## src/rtl/unidade_controle.sv

```systemverilog
// Multicycle control FSM for the 10-bit datapath: sequences T0..T3 strobes.
// Optional mvnz opcode (1000) enabled by defining MVNZ_EN.
module unidade_controle #(
  parameter int DIN_WAIT = 0
) (
  input  logic       Clock,
  input  logic       Reset,
  input  logic       Run,
  input  logic [9:0] InstIR,
  input  logic       GNZ,
  output logic       IRIn,
  output logic [7:0] RIn,
  output logic [7:0] ROut,
  output logic       AIn,
  output logic       GIn,
  output logic       GOut,
  output logic       DinOut,
  output logic [2:0] AluOp,
  output logic       Done,
  output logic [1:0] Tstep
);

  if (DIN_WAIT < 0 || DIN_WAIT > 3) begin : g_bad_wait
    $error("DIN_WAIT must be in 0..3");
  end

  typedef enum logic [1:0] {
    T0 = 2'b00,
    T1 = 2'b01,
    T2 = 2'b10,
    T3 = 2'b11
  } step_t;

  localparam logic [1:0] WMAX = DIN_WAIT[1:0];

  step_t      state, nstate;
  logic [1:0] wcnt, wcnt_n;
  logic [3:0] op;
  logic [7:0] rxh, ryh;
  logic       is_alu;

  assign op     = InstIR[9:6];
  assign rxh    = 8'b1 << InstIR[5:3];
  assign ryh    = 8'b1 << InstIR[2:0];
  assign is_alu = (op >= 4'd2) && (op <= 4'd7);
  assign Tstep  = state;

`ifndef MVNZ_EN
  logic unused_gnz;
  assign unused_gnz = GNZ;
`endif

  always_ff @(posedge Clock or posedge Reset) begin
    if (Reset) begin
      state <= T0;
      wcnt  <= 2'd0;
    end else begin
      state <= nstate;
      wcnt  <= wcnt_n;
    end
  end

  always_comb begin
    nstate = state;
    wcnt_n = wcnt;
    IRIn   = 1'b0;
    RIn    = 8'd0;
    ROut   = 8'd0;
    AIn    = 1'b0;
    GIn    = 1'b0;
    GOut   = 1'b0;
    DinOut = 1'b0;
    AluOp  = 3'b000;
    Done   = 1'b0;
    unique case (state)
      T0: begin
        IRIn = Run;
        if (Run) nstate = T1;
      end
      T1: begin
        if (op == 4'b0000) begin
          ROut = ryh;
          RIn  = rxh;
          Done = 1'b1;
        end else if (op == 4'b0001) begin
          // Hold in T1 until the Din source has had DIN_WAIT extra cycles
          if (wcnt < WMAX) begin
            wcnt_n = wcnt + 2'd1;
          end else begin
            DinOut = 1'b1;
            RIn    = rxh;
            Done   = 1'b1;
            wcnt_n = 2'd0;
          end
        end else if (is_alu) begin
          ROut   = rxh;
          AIn    = 1'b1;
          nstate = T2;
`ifdef MVNZ_EN
        end else if (op == 4'b1000) begin
          if (GNZ) begin
            ROut = ryh;
            RIn  = rxh;
          end
          Done = 1'b1;
`endif
        end else begin
          Done = 1'b1;
        end
      end
      T2: begin
        ROut   = ryh;
        GIn    = 1'b1;
        AluOp  = op[2:0] - 3'd2;
        nstate = T3;
      end
      T3: begin
        GOut = 1'b1;
        RIn  = rxh;
        Done = 1'b1;
      end
      default: nstate = T0;
    endcase
    if (Done) nstate = T0;
  end

endmodule

```

## config.mk

```make
export PLATFORM = sky130hd
export DESIGN_NAME = unidade_controle
export DESIGN_NICKNAME = d
export VERILOG_FILES = /design/src/rtl/unidade_controle.sv
export SDC_FILE = /design/constraint.sdc
export NUM_CORES = 1
export LEC_CHECK = 0
export ABC_AREA = 1
export CAP_MARGIN = 20
export CORE_AREA = 2 2 44 46
export CTS_BUF_LIST = sky130_fd_sc_hd__clkbuf_2 sky130_fd_sc_hd__clkbuf_4 sky130_fd_sc_hd__clkbuf_8
export CTS_CLUSTER_SIZE = 10
export DETAILED_ROUTE_END_ITERATION = 16
export DIE_AREA = 0 0 46 48
export HOLD_SLACK_MARGIN = 0.12
export PLACE_DENSITY = 0.93
export SLEW_MARGIN = 0
export SYNTH_ARGS = -nofsm -noshare
export SYNTH_HDL_FRONTEND = slang
export SYNTH_SLANG_ARGS = --single-unit
export TNS_END_PERCENT = 100
```

## constraint.sdc

```tcl
create_clock -name Clock -period 3.88 [get_ports Clock]
set_input_delay 0.582 -clock Clock [delete_from_list [all_inputs] [get_ports Clock]]
set_output_delay 0.582 -clock Clock [all_outputs]
set_load 0.01 [all_outputs]
```

## Word level (Yosys, flattened, before mapping)

Cells that the tools add are included.

- Magnitude comparators: 3
- Add/sub/neg operators: 2
- Bitwise operators: 1
- Equality and inequality tests: 8
- Shift-type cells: 2
- Reductions and logical operators: 6
- Mux-type cells: 31

Operator list:

| operator | number |
|---|---|
| two-way mux 8 bit | 6 |
| one-hot mux 8 bit (2 select lines) | 2 |
| left shift 1 x 3 -> 8 bit (first input constant) | 2 |
| two-way mux 1 bit | 14 |
| two-way mux 2 bit | 6 |
| inequality test 3 bit (second input constant) | 4 |
| one-hot mux 2 bit (3 select lines) | 1 |
| AND reduction 5 bit | 1 |
| equality test 2 bit (second input constant) | 2 |
| equality test 4 x 1 -> 1 bit (second input constant) | 1 |
| greater-or-equal comparator 4 x 2 -> 1 bit (second input constant) | 1 |
| less-or-equal comparator 4 x 3 -> 1 bit (second input constant) | 1 |
| logical NOT 4 bit | 1 |
| nonzero test 4 bit | 1 |
| two-way mux 3 bit | 1 |
| AND reduction 3 bit | 1 |
| subtractor 3 x 2 -> 3 bit (second input constant) | 1 |
| adder 2 x 1 -> 2 bit (second input constant) | 1 |
| equality test 2 x 1 -> 1 bit (second input constant) | 1 |
| logical NOT 2 bit | 1 |
| less-than comparator 2 x 1 -> 1 bit (second input constant) | 1 |
| one-hot mux 1 bit (2 select lines) | 1 |
| logical AND 1 bit | 1 |
| inverter 1 bit | 1 |

- Output and inout bits: 27
- Register bits: 4

## Depth between registers and ports, before layout

Gate-level depths: netlist of the first run.

- Depth after elaboration: 8
- Mapped depth: 8
- Mapped depth without buffers: 7

## Worst setup path after synthesis of the first run

Ideal clock, no wire load.

- Kind: register -> output
- Start point: register state[1], in the netlist Tstep[1]
- End point: output port ROut[0]
- Cell stages (with the launch flop): 7
- Arrival time: 1.344 ns
- Setup slack: 1.954 ns
- Data required time: 3.298 ns
- Buffers on the path: 0
- Cell sequence: dfrtp_1 inv_1 ha_1 inv_2 nor2_8 nand2_1 a21oi_1

- Word-level cells in the longest chain between the ends: 2
- Elaborated cells on any way between the ends: 3

Ends and longest elaborated chain:

| what | line | text |
|---|---|---|
| start, declared | 36 | `step_t state, nstate;` |
| start signal, assigned | 58 | `state <= nstate;` |
| equality test 2 bit / equality test 2 x 1 -> 1 bit (equally long branches) | 75 | `unique case (state)` |
| one-hot mux 8 bit (2 select lines) (*) | 75 |  |
| end, declared | 13 | `output logic [7:0] ROut,` |

Mark *: on every way between the ends. The rest lies on a longest branch, timed or not.

## Worst setup path after layout of the first run

- Start point: input port InstIR[3]
- End point: output port ROut[7]

- Word-level cells in the longest chain between the ends: 5

Ends and longest elaborated chain:

| what | line | text |
|---|---|---|
| start, declared | 9 | `input logic [9:0] InstIR,` |
| left shift 1 x 3 -> 8 bit | 43 | `assign rxh = 8'b1 << InstIR[5:3];` |
| two-way mux 8 bit | 95 | `end else if (is_alu) begin` |
| two-way mux 8 bit | 85 | `end else if (op == 4'b0001) begin` |
| two-way mux 8 bit | 81 | `if (op == 4'b0000) begin` |
| one-hot mux 8 bit (2 select lines) | 75 |  |

No other way between the ends.

==> results of run 1 <==
-- routing by layer --
metal  wire length, um  GRT usage  vias up  share of wire
met5                 0          0        -              0
met4                21     0.0686        0          0.011
met3                97     0.0226        2          0.052
met2               946      0.333       34           0.51
met1               789      0.220      400           0.43
li1                  -          -      483              -
-- Yosys cell counts, drive strengths merged --
library cell,number
dfrtp,2
nor3,11
inv,30
nand3,10
a21oi,11
buf,3
ha,4
o21bai,2
o21ai,1
nor2,17
nand2,33
nand4,5
-- logic make-up after synthesis --
logic type,after synthesis,synth area share
buf+inv,33,0.192
flops,2,0.0752
simple gates,76,0.534
fa+ha+maj,4,0.0752
compound gates,14,0.124
-- through the flow --
stage | utilization | hold WS, ps | setup WS [ps] | cells | cell area [sq um]
6_report | 0.642 | 509 | 967 | 185 | 1080
3_5_place_dp | 0.629 | 599 | 955 | 182 | 1060
3_3_place_gp | 0.629 | 589 | 989 | 182 | 1060
5_1_grt | 0.642 | 509 | 826 | 185 | 1080
2_1_floorplan | - | 323 | 1950 | 129 | 666
4_1_cts | 0.642 | 506 | 951 | 185 | 1080
-- worst min-delay path by stage --
stage	cells after the start	endpoint	start
final	2	Tstep[0]	Reset
after global routing	2	Tstep[0]	Reset
after CTS	2	Tstep[0]	Reset
after detailed placement	2	Tstep[0]	Tstep[0]
after global placement	2	Tstep[0]	Tstep[0]
after floorplan	1	Tstep[0]	Reset
-- layout make-up --
type	instances	area, sq um	share of cell area
Clock buffer	3	22.5	0.0208
Inverter	30	113	0.104
Multi-Input combinational cell	94	488	0.450
Sequential cell	2	50.0	0.0461
Tap cell	17	21.3	0.0196
Timing Repair Buffer	39	390	0.360
-- power groups by stage --
stage	Clock (mW)	Combinational, mW	Sequential [mW]
finish	0.0481	0.389	0.0464
global route	0.0526	0.434	0.0491
CTS	0.0510	0.390	0.0473
detailed placement	0	0.387	0.0472
global placement	0	0.383	0.0461
floorplan	0	0.237	0.0488
-- critical path, stage by stage --
cell and delay [ps]:
clkdlybuf4s50_1 560, inv_1 110, nor3_1 250, nand2_1 100, a21oi_1 160, clkdlybuf4s50_1 560
==> results.md, run 1 <==
- Status: completed
- WS Path Type: primary input to output port
- Unrepaired setup endpoints after global routing: no
- CTS tree: yes
- Post-route DRC violation count: 0
- Vias: 919
- Initial DRC count: 24
- Num rows: 15
- DRT antenna net count: 0
- CP Launch Type: primary input
- Combinational share of power: 0.805
- Skew-Pair Late Insertion Delay: 230 ps
- CTS sink count: 2
- Share of layout cells above drive strength 1: 0.0714
- Total global-route track usage: 0.184
- I/O pin cnt: 41
- Final Setup Violations: 0
- Area Growth Syn to Fin: 63.0%
- Port bufs: 39
- CTS buffer count: 3
- Hpwl dp: 1510 um
- Post-CTS sizing: 0
- Largest cells by area after synthesis: nand2_1 (19%), inv_1 (16%), nor3_1 (8.3%)
- # diodes: 0
- Final hold vios: 0
- Worst-margin pin slew: 345 ps
- Synth Warn #: 0
- Most frequent cells in the layout: clkdlybuf4s50_1 (39), nand2_1 (33), inv_1 (28), nor2_1 (14), nor3_1 (11)
- Power Density: 446 nW/um^2
- Clock Pin Slew Worst Setup and Hold Paths: 30 ps
- Initial antenna violation count: 0
- Die span in x: 46 um
- LEAKAGE: around 0.50 nW
- Max FFs per register: 2
- Crit share post-route: 0.751
- Fillers: 160
- Die area: 2210 sq um
- Synth top area share: 0.186
- Drt pass-1 iters: 4
- Mapped Area: around 670 sq um
- Synth Net Count: 147
- Worst-case clock buffer depth: 2
- WL final: 1860 um
- Commonest non-fill, non-tap cell in the layout: clkdlybuf4s50_1
- First-pass GRT wire length: 2990 um
- CP endpoint kind: output port
- Area leader, netlist: nand2_1
- Worst Setup SP: InstIR[3]
- Total setup buffers inserted after CTS: 0
- Vias per cell: 4.97
- Req. time, crit path: 3300 ps
- Gpl congestion: 0.826
- H-tree depth: 1
- Cells after synthesis: 129
- #FFs+latches synth: 2
- Reg2reg setup slack: 2460 ps
- Critical path capture point: ROut[7]
- Die Y-Extent: 48 um
- Worst IR drop on VDD: 0.337 mV
- GR Overflow Total: 0
- Critical R2R Capture: Tstep[1]
- CTS Hold Buffers Added: 0
- CP arrival: 2330 ps
- Internal power: 243 uW
- Flop pwr share: 0.096
- P_sw: 241 uW
- Setup_tns: 0 ps
- CP max FO: 5
- Reg2Reg Depth: 6
- Max_cap viols: 0
- Mean post-synth cell area: 5.16 sq um
- HP Class: primary input to async pin
- Starting Density: 0.394
- Largest net degree at the start of global routing: 12
- Clock skew: 5.36 ps
- Nets@finish: approximately 190
- Pins over their slew limit: 0
- Routed WL per cell: 10.0 um
- Launch point of the worst reg-to-reg path: Tstep[0]
- Crit path time final: 2910 ps
- Sequential share of the synthesized area: 0.0752
- Core area: 1690 sq um
- CTS root buf: clkbuf_4
- Vias in the first global route: 759
- Sw Ratio: 0.498
- Yosys cell types: 18
- Fmax: 0.343 GHz
- Clock share of power: 0.099
- Slew HR: 0.770
- Power after layout: 484 uW
(Power assumes the default switching activity.)
==> inputs of run 2 (changes only) <==
--- a/config.mk
+++ b/config.mk
@@ -7,13 +7,13 @@
 export LEC_CHECK = 0
 export ABC_AREA = 1
 export CAP_MARGIN = 20
-export CORE_AREA = 2 2 44 46
+export CORE_AREA = 2 2 45 47
 export CTS_BUF_LIST = sky130_fd_sc_hd__clkbuf_2 sky130_fd_sc_hd__clkbuf_4 sky130_fd_sc_hd__clkbuf_8
 export CTS_CLUSTER_SIZE = 10
 export DETAILED_ROUTE_END_ITERATION = 16
-export DIE_AREA = 0 0 46 48
+export DIE_AREA = 0 0 47 49
 export HOLD_SLACK_MARGIN = 0.12
-export PLACE_DENSITY = 0.93
+export PLACE_DENSITY = 0.9
 export SLEW_MARGIN = 0
 export SYNTH_ARGS = -nofsm -noshare
 export SYNTH_HDL_FRONTEND = slang
==> constraint.sdc (replaced) <==
create_clock -name Clock -period 2.9 [get_ports Clock]
set_input_delay 0.435 -clock Clock [delete_from_list [all_inputs] [get_ports Clock]]
set_output_delay 0.435 -clock Clock [all_outputs]
set_load 0.01 [all_outputs]
==> run 2 against run 1 <==
Against the previous run:
- global-route usage grew 0.76 points
- flip-flop and latch count is the same
- utilization shrank 4.6 points
- clock skew shrank 5.1 ps
- register-to-register slack lost 990 ps
- clock power grew 25%
- worst hold slack lost 140 ps
- sequential power grew 33%
- first-iteration DRC count shrank 38%
- critical endpoint unchanged
- largest cell class unchanged
- largest power group unchanged
- highest routed layer is now met3
==> results.md, run 2 (synthesis results as in run 1) <==
- Final Setup Violations: 0 (unchanged)
- Crit path time final: 2620 ps
- Core area: 1840 sq um (was 1690 sq um)
- Busiest grt layer: met2 (unchanged)
- Met1 GRT Util: 0.233 (was 0.220)
- Initial DRC count: 15 (was 24)
- CTS sink count: 2 (unchanged)
- I/O pin cnt: 41 (unchanged)
- Status: completed (unchanged)
- Setup_tns: 0 ps (unchanged)
- Slew HR: 0.775 (was 0.770)
- Gpl congestion: 0.821 (was 0.826)
- Fmax: between 0.3 and 0.4 GHz
- HP Class: primary input to async pin (unchanged)
- Vias in the first global route: 844 (was 759)
- Hold slack: 371 ps (was 509 ps)
- Nets@finish: 188 (unchanged)
- Power after layout: 648 uW (was 484 uW)
- Die Y-Extent: 49 um (was 48 um)
- Routed WL per cell: 10.1 um (was 10.0 um)
- CP Launch Type: primary input (unchanged)
- Power Density: 591 nW/um^2 (was 446 nW/um^2)
- Reg2reg setup slack: 1470 ps (was 2460 ps)
- H-tree depth: 1 (unchanged)
- First-pass GRT wire length: 3380 um (was 2990 um)
- Vias: 928 (was 919)
- Fin worst setup slack: 284 ps (was 967 ps)
- Die area: 2300 sq um (was 2210 sq um)
- Area Growth Syn to Fin: 64.8% (was 63.0%)
- Unrepaired setup endpoints after global routing: no (unchanged)
- Starting Density: 0.361 (was 0.394)
- Fillers: 202 (was 160)
- Clock skew: 0.254 ps (was 5.36 ps)
- DRT antenna net count: 0 (unchanged)
- Place WS: 287 ps (was 955 ps)
- Largest net degree at the start of global routing: 12 (unchanged)
- CP arrival: 2180 ps (was 2330 ps)
- Num rows: 16 (was 15)
- Drt pass-1 iters: 4 (unchanged)
- CTS root buf: clkbuf_4 (unchanged)
- Post-CTS sizing: 0 (unchanged)
- WL final: 1960 um (was 1860 um)
- Worst IR drop on VDD: 0.425 mV (was 0.337 mV)
- Skew-Pair Late Insertion Delay: 220 ps (was 230 ps)
- Met2 Usage GRT: 0.306 (was 0.333)
- Commonest non-fill, non-tap cell in the layout: clkdlybuf4s50_1 (unchanged)
- Pins over their slew limit: 0 (unchanged)
- Total setup buffers inserted after CTS: 0 (unchanged)
- Launch point of the worst reg-to-reg path: Tstep[0] (unchanged)
- CTS buffer count: 3 (unchanged)
- Final core occ: 0.596 (was 0.642)
- Final hold vios: 0 (unchanged)
- Hpwl dp: 1600 um (was 1510 um)
- Clock Pin Slew Worst Setup and Hold Paths: 30 ps (about the same)
- GR Overflow Total: 0 (unchanged)
- Vias per cell: 4.76 (was 4.97)
- Die span in x: 47 um (was 46 um)
- Max FFs per register: 2 (unchanged)
- Met3 Track Usage GR: 0.0519 (was 0.0226)
- CTS Hold Buffers Added: 0 (unchanged)
- CP endpoint kind: output port (unchanged)
- Max_cap viols: 0 (unchanged)
- Port bufs: 39 (unchanged)
- CP max FO: 9 (was 5)
- Initial antenna violation count: 0 (unchanged)
- Most frequent cells in the layout: clkdlybuf4s50_1 (39), nand2_1 (33), inv_1 (28), nor2_1 (14), nor3_1 (11) (unchanged)
- Share of layout cells above drive strength 1: 0.0714 (unchanged)
- Worst-margin pin slew: 337 ps (was 345 ps)
- CTS tree: yes (unchanged)
- # diodes: 0 (unchanged)
- Post-route DRC violation count: 0 (unchanged)
- Req. time, crit path: 2470 ps (was 3300 ps)
- Worst-case clock buffer depth: 2 (unchanged)
- WS Path Type: primary input to output port (unchanged)
- Total global-route track usage: 0.191 (was 0.184)
- Worst Setup SP: InstIR[0] (was InstIR[3])
- LEAKAGE: 0.501 nW (unchanged)
- Crit share post-route: 0.902
[run 2: cell counts in the layout (fill, tap and decap cells not counted)]
No cell type changed its count.
[run 2: area by class of cell]
cell class / instances / area, sq um / share of cell area
well taps: 27 / 33.8 / 0.0308
inverters: 30 / 113 / 0.103
repair buffers: 39 / 390 / 0.356
multi-input cells: 94 / 488 / 0.445
clock buffers: 3 / 22.5 / 0.0205
flip-flops and latches: 2 / 50.0 / 0.0456
[run 2: worst paths after layout]
check                            to  cells after the start
min reg2reg                Tstep[0]                      2
min                        Tstep[0]                      2
max                         ROut[7]                      6
max in group asynchronous  Tstep[1]                      2
min in group Clock         Tstep[0]                      2
max reg2reg                Tstep[0]                      7
[run 2: stage by stage]
stage	instances	cell area [sq um]
after floorplan	129	666
after global placement	192	1070
after detailed placement	192	1070
after CTS	195	1100
after global routing	195	1100
final	195	1100
[run 2: per-layer routing]
metal / vias to the layer above / routed length (um)
li1: 482 / -
met1: 417 / 835
met5: - / 0
met2: 29 / 1030
met4: 0 / 0
met3: 0 / 97
[run 2: report_power, final]
part	internal [mW]	leakage (nW)	switching, mW
Combinational	0.236	0.463	0.291
Clock	0.0456	0.0138	0.0145
Sequential	0.0434	0.0247	0.0183
[run 2: worst max-delay path, stage by stage]
cell             delay, ps
clkdlybuf4s50_1        620
inv_1                  150
nor3_1                 210
nand2_1                 90
a21oi_1                130
clkdlybuf4s50_1        550
==> inputs of run 3 (changes only) <==
==> constraint.sdc (replaced) <==
create_clock -name Clock -period 3 [get_ports Clock]
set_input_delay 0.45 -clock Clock [delete_from_list [all_inputs] [get_ports Clock]]
set_output_delay 0.45 -clock Clock [all_outputs]
set_load 0.01 [all_outputs]
==> run 3 against run 2 <==
Against the previous run:
- routed wire length increased by 0.20%
- first-iteration DRC count up 110%
- critical path depth stayed put
- clock-buffer cell count is the same
- critical endpoint unchanged
- combinational power decreased by 3%
- global-route usage decreased by 0.85 points
- cell count stayed put
- design area is the same
- setup slack improved by 41 ps
- via count is 0.43% higher
- register-to-register slack improved by 100 ps
- clock power shrank 7.3%
==> results.md, run 3 (synthesis results as in run 1) <==
- Total global-route track usage: 0.183 (was 0.191)
- CTS buffer count: 3 (unchanged)
- Critical R2R Capture: Tstep[0] (unchanged)
- Final Setup Violations: 0 (unchanged)
- Largest net degree at the start of global routing: 12 (unchanged)
- Setup_tns: 0 ps (unchanged)
- Die Y-Extent: 49 um (unchanged)
- CP cell instances: clkdlybuf4s50_1 > inv_1 > nor3_1 > nand2_1 > a21oi_1 > clkdlybuf4s50_1 (unchanged)
- Most frequent CP cell: clkdlybuf4s50_1 (unchanged)
- Drt pass-1 iters: 4 (unchanged)
- Die area: 2300 sq um (unchanged)
- CTS Hold Buffers Added: 0 (unchanged)
- Status: completed (unchanged)
- Placed Cells: 192 (unchanged)
- Area Growth Syn to Fin: 64.8% (unchanged)
- CTS root buf: clkbuf_4 (unchanged)
- Worst-case clock buffer depth: 2 (unchanged)
- GR Overflow Total: 0 (unchanged)
- Fillers: 199 (was 202)
- Worst IR drop on VDD: 0.374 mV (was 0.425 mV)
- Hpwl dp: 1610 um (was 1600 um)
- Final hold vios: 0 (unchanged)
- # diodes: 0 (unchanged)
- Post-route DRC violation count: 0 (unchanged)
- CP Launch Type: primary input (unchanged)
- CP max stage delay: 650 ps (was 620 ps)
- Vias per cell: 4.78 (was 4.76)
- Clock skew: 0.797 ps (was 0.254 ps)
- LEAKAGE: 0.501 nW (unchanged)
- CP top delay family: buffers and inverters (unchanged)
- Worst-margin pin slew: 329 ps (was 337 ps)
- Crit share post-route: 0.892
- CTS sink count: 2 (unchanged)
- Power Density: 571 nW/um^2 (was 591 nW/um^2)
- CP arrival: 2230 ps (was 2180 ps)
- Nets@finish: 188 (unchanged)
- Core area: 1840 sq um (unchanged)
- CTS tree: yes (unchanged)
- Slew HR: 0.781 (was 0.775)
- Total setup buffers inserted after CTS: 0 (unchanged)
- WL final: 1970 um (was 1960 um)
- Initial antenna violation count: 0 (unchanged)
- Reg2Reg Depth: 7 (unchanged)
- Crit path time final: 2680 ps
- Clock Pin Slew Worst Setup and Hold Paths: 30 ps (about the same)
- Routed WL per cell: 10.1 um (about the same)
- Req. time, crit path: 2550 ps (was 2470 ps)
- Starting Density: 0.361 (unchanged)
- Port bufs: 39 (unchanged)
- Reg2reg setup slack: 1570 ps (was 1470 ps)
- CP endpoint kind: output port (unchanged)
- Gpl congestion: 0.821 (about the same)
- Critical path's slowest cell: clkdlybuf4s50_1 (unchanged)
- Pins over their slew limit: 0 (unchanged)
- Fmax: 0.374 GHz
- Die span in x: 47 um (unchanged)
- H-tree depth: 1 (unchanged)
- Buf/Inv on CP: 3 (unchanged)
- WS Path Type: primary input to output port (unchanged)
- Vias in the first global route: 856 (was 844)
- Launch point of the worst reg-to-reg path: Tstep[0] (unchanged)
- Vias: 932 (was 928)
- CP max FO: 9 (unchanged)
- Share of layout cells above drive strength 1: 0.0714 (unchanged)
- Max_cap viols: 0 (unchanged)
- Max FFs per register: 2 (unchanged)
- Commonest non-fill, non-tap cell in the layout: clkdlybuf4s50_1 (unchanged)
- Post-CTS sizing: 0 (unchanged)
- HP Class: primary input to async pin (unchanged)
- Num rows: 16 (unchanged)
- Final non-filler cell total: 195 (unchanged)
- I/O pin cnt: 41 (unchanged)
- First-pass GRT wire length: 3280 um (was 3380 um)
- Initial DRC count: 32 (was 15)
- Hold slack: 391 ps (was 371 ps)
- DRT antenna net count: 0 (unchanged)
- Most frequent cells in the layout: clkdlybuf4s50_1 (39), nand2_1 (33), inv_1 (28), nor2_1 (14), nor3_1 (11) (unchanged)
- Unrepaired setup endpoints after global routing: no (unchanged)
- Skew-Pair Late Insertion Delay: 210 ps (was 220 ps)
-- run 3: cell counts in the layout (fill, tap and decap cells not counted) --
Identical to the previous run, type by type.
-- run 3: metrics by stage --
| step | worst slack, ps | total power [mW] | util | cell area [sq um] |
|---|---|---|---|---|
| finish | 325 | 0.627 | 0.596 | 1100 |
| global route | 213 | 0.705 | 0.596 | 1100 |
| CTS | 338 | 0.633 | 0.596 | 1100 |
| detailed placement | 342 | 0.571 | 0.584 | 1070 |
| global placement | 363 | 0.555 | 0.584 | 1070 |
| floorplan | 1210 | 0.369 | - | 666 |
-- run 3: layout make-up --
class,instances,area [sq um],area share
sequential,2,50.0,0.0456
tap,27,33.8,0.0308
timing repair buffer,39,390,0.356
inverter,30,113,0.103
multi-input combinational,94,488,0.445
clock buffer,3,22.5,0.0205
-- run 3: how the worst max path moves through the flow --
stage              start      end  slack [ps]  cells past startpoint
2_1_floorplan   Tstep[1]  ROut[0]        1210                      6
3_3_place_gp   InstIR[0]  ROut[7]         360                      6
3_5_place_dp   InstIR[0]  ROut[7]         340                      6
4_1_cts        InstIR[0]  ROut[7]         340                      6
5_1_grt        InstIR[0]  ROut[7]         210                      6
6_report       InstIR[0]  ROut[7]         320                      6
-- run 3: power by group --
part	internal (mW)	switching, mW	total, mW
logic	0.228	0.283	0.511
registers	0.0420	0.0183	0.0603
clock network	0.0438	0.0118	0.0557
total	0.314	0.313	0.627
-- run 3: worst reg2reg max path: stages (launching register included) --
cell	delay, ps
dfrtp_1	420
inv_1	110
ha_1	350
o21bai_1	100
nand2_1	130
nand2_1	80
nand3_1	80
nand2_1	50
-- run 3: routing by layer --
layer  track usage  up-vias  wire (um)
met2         0.308       36       1030
met3        0.0296        0        121
met4        0.0556        0          0
met5             0        -          0
met1         0.228      414        814
li1              -      482          -
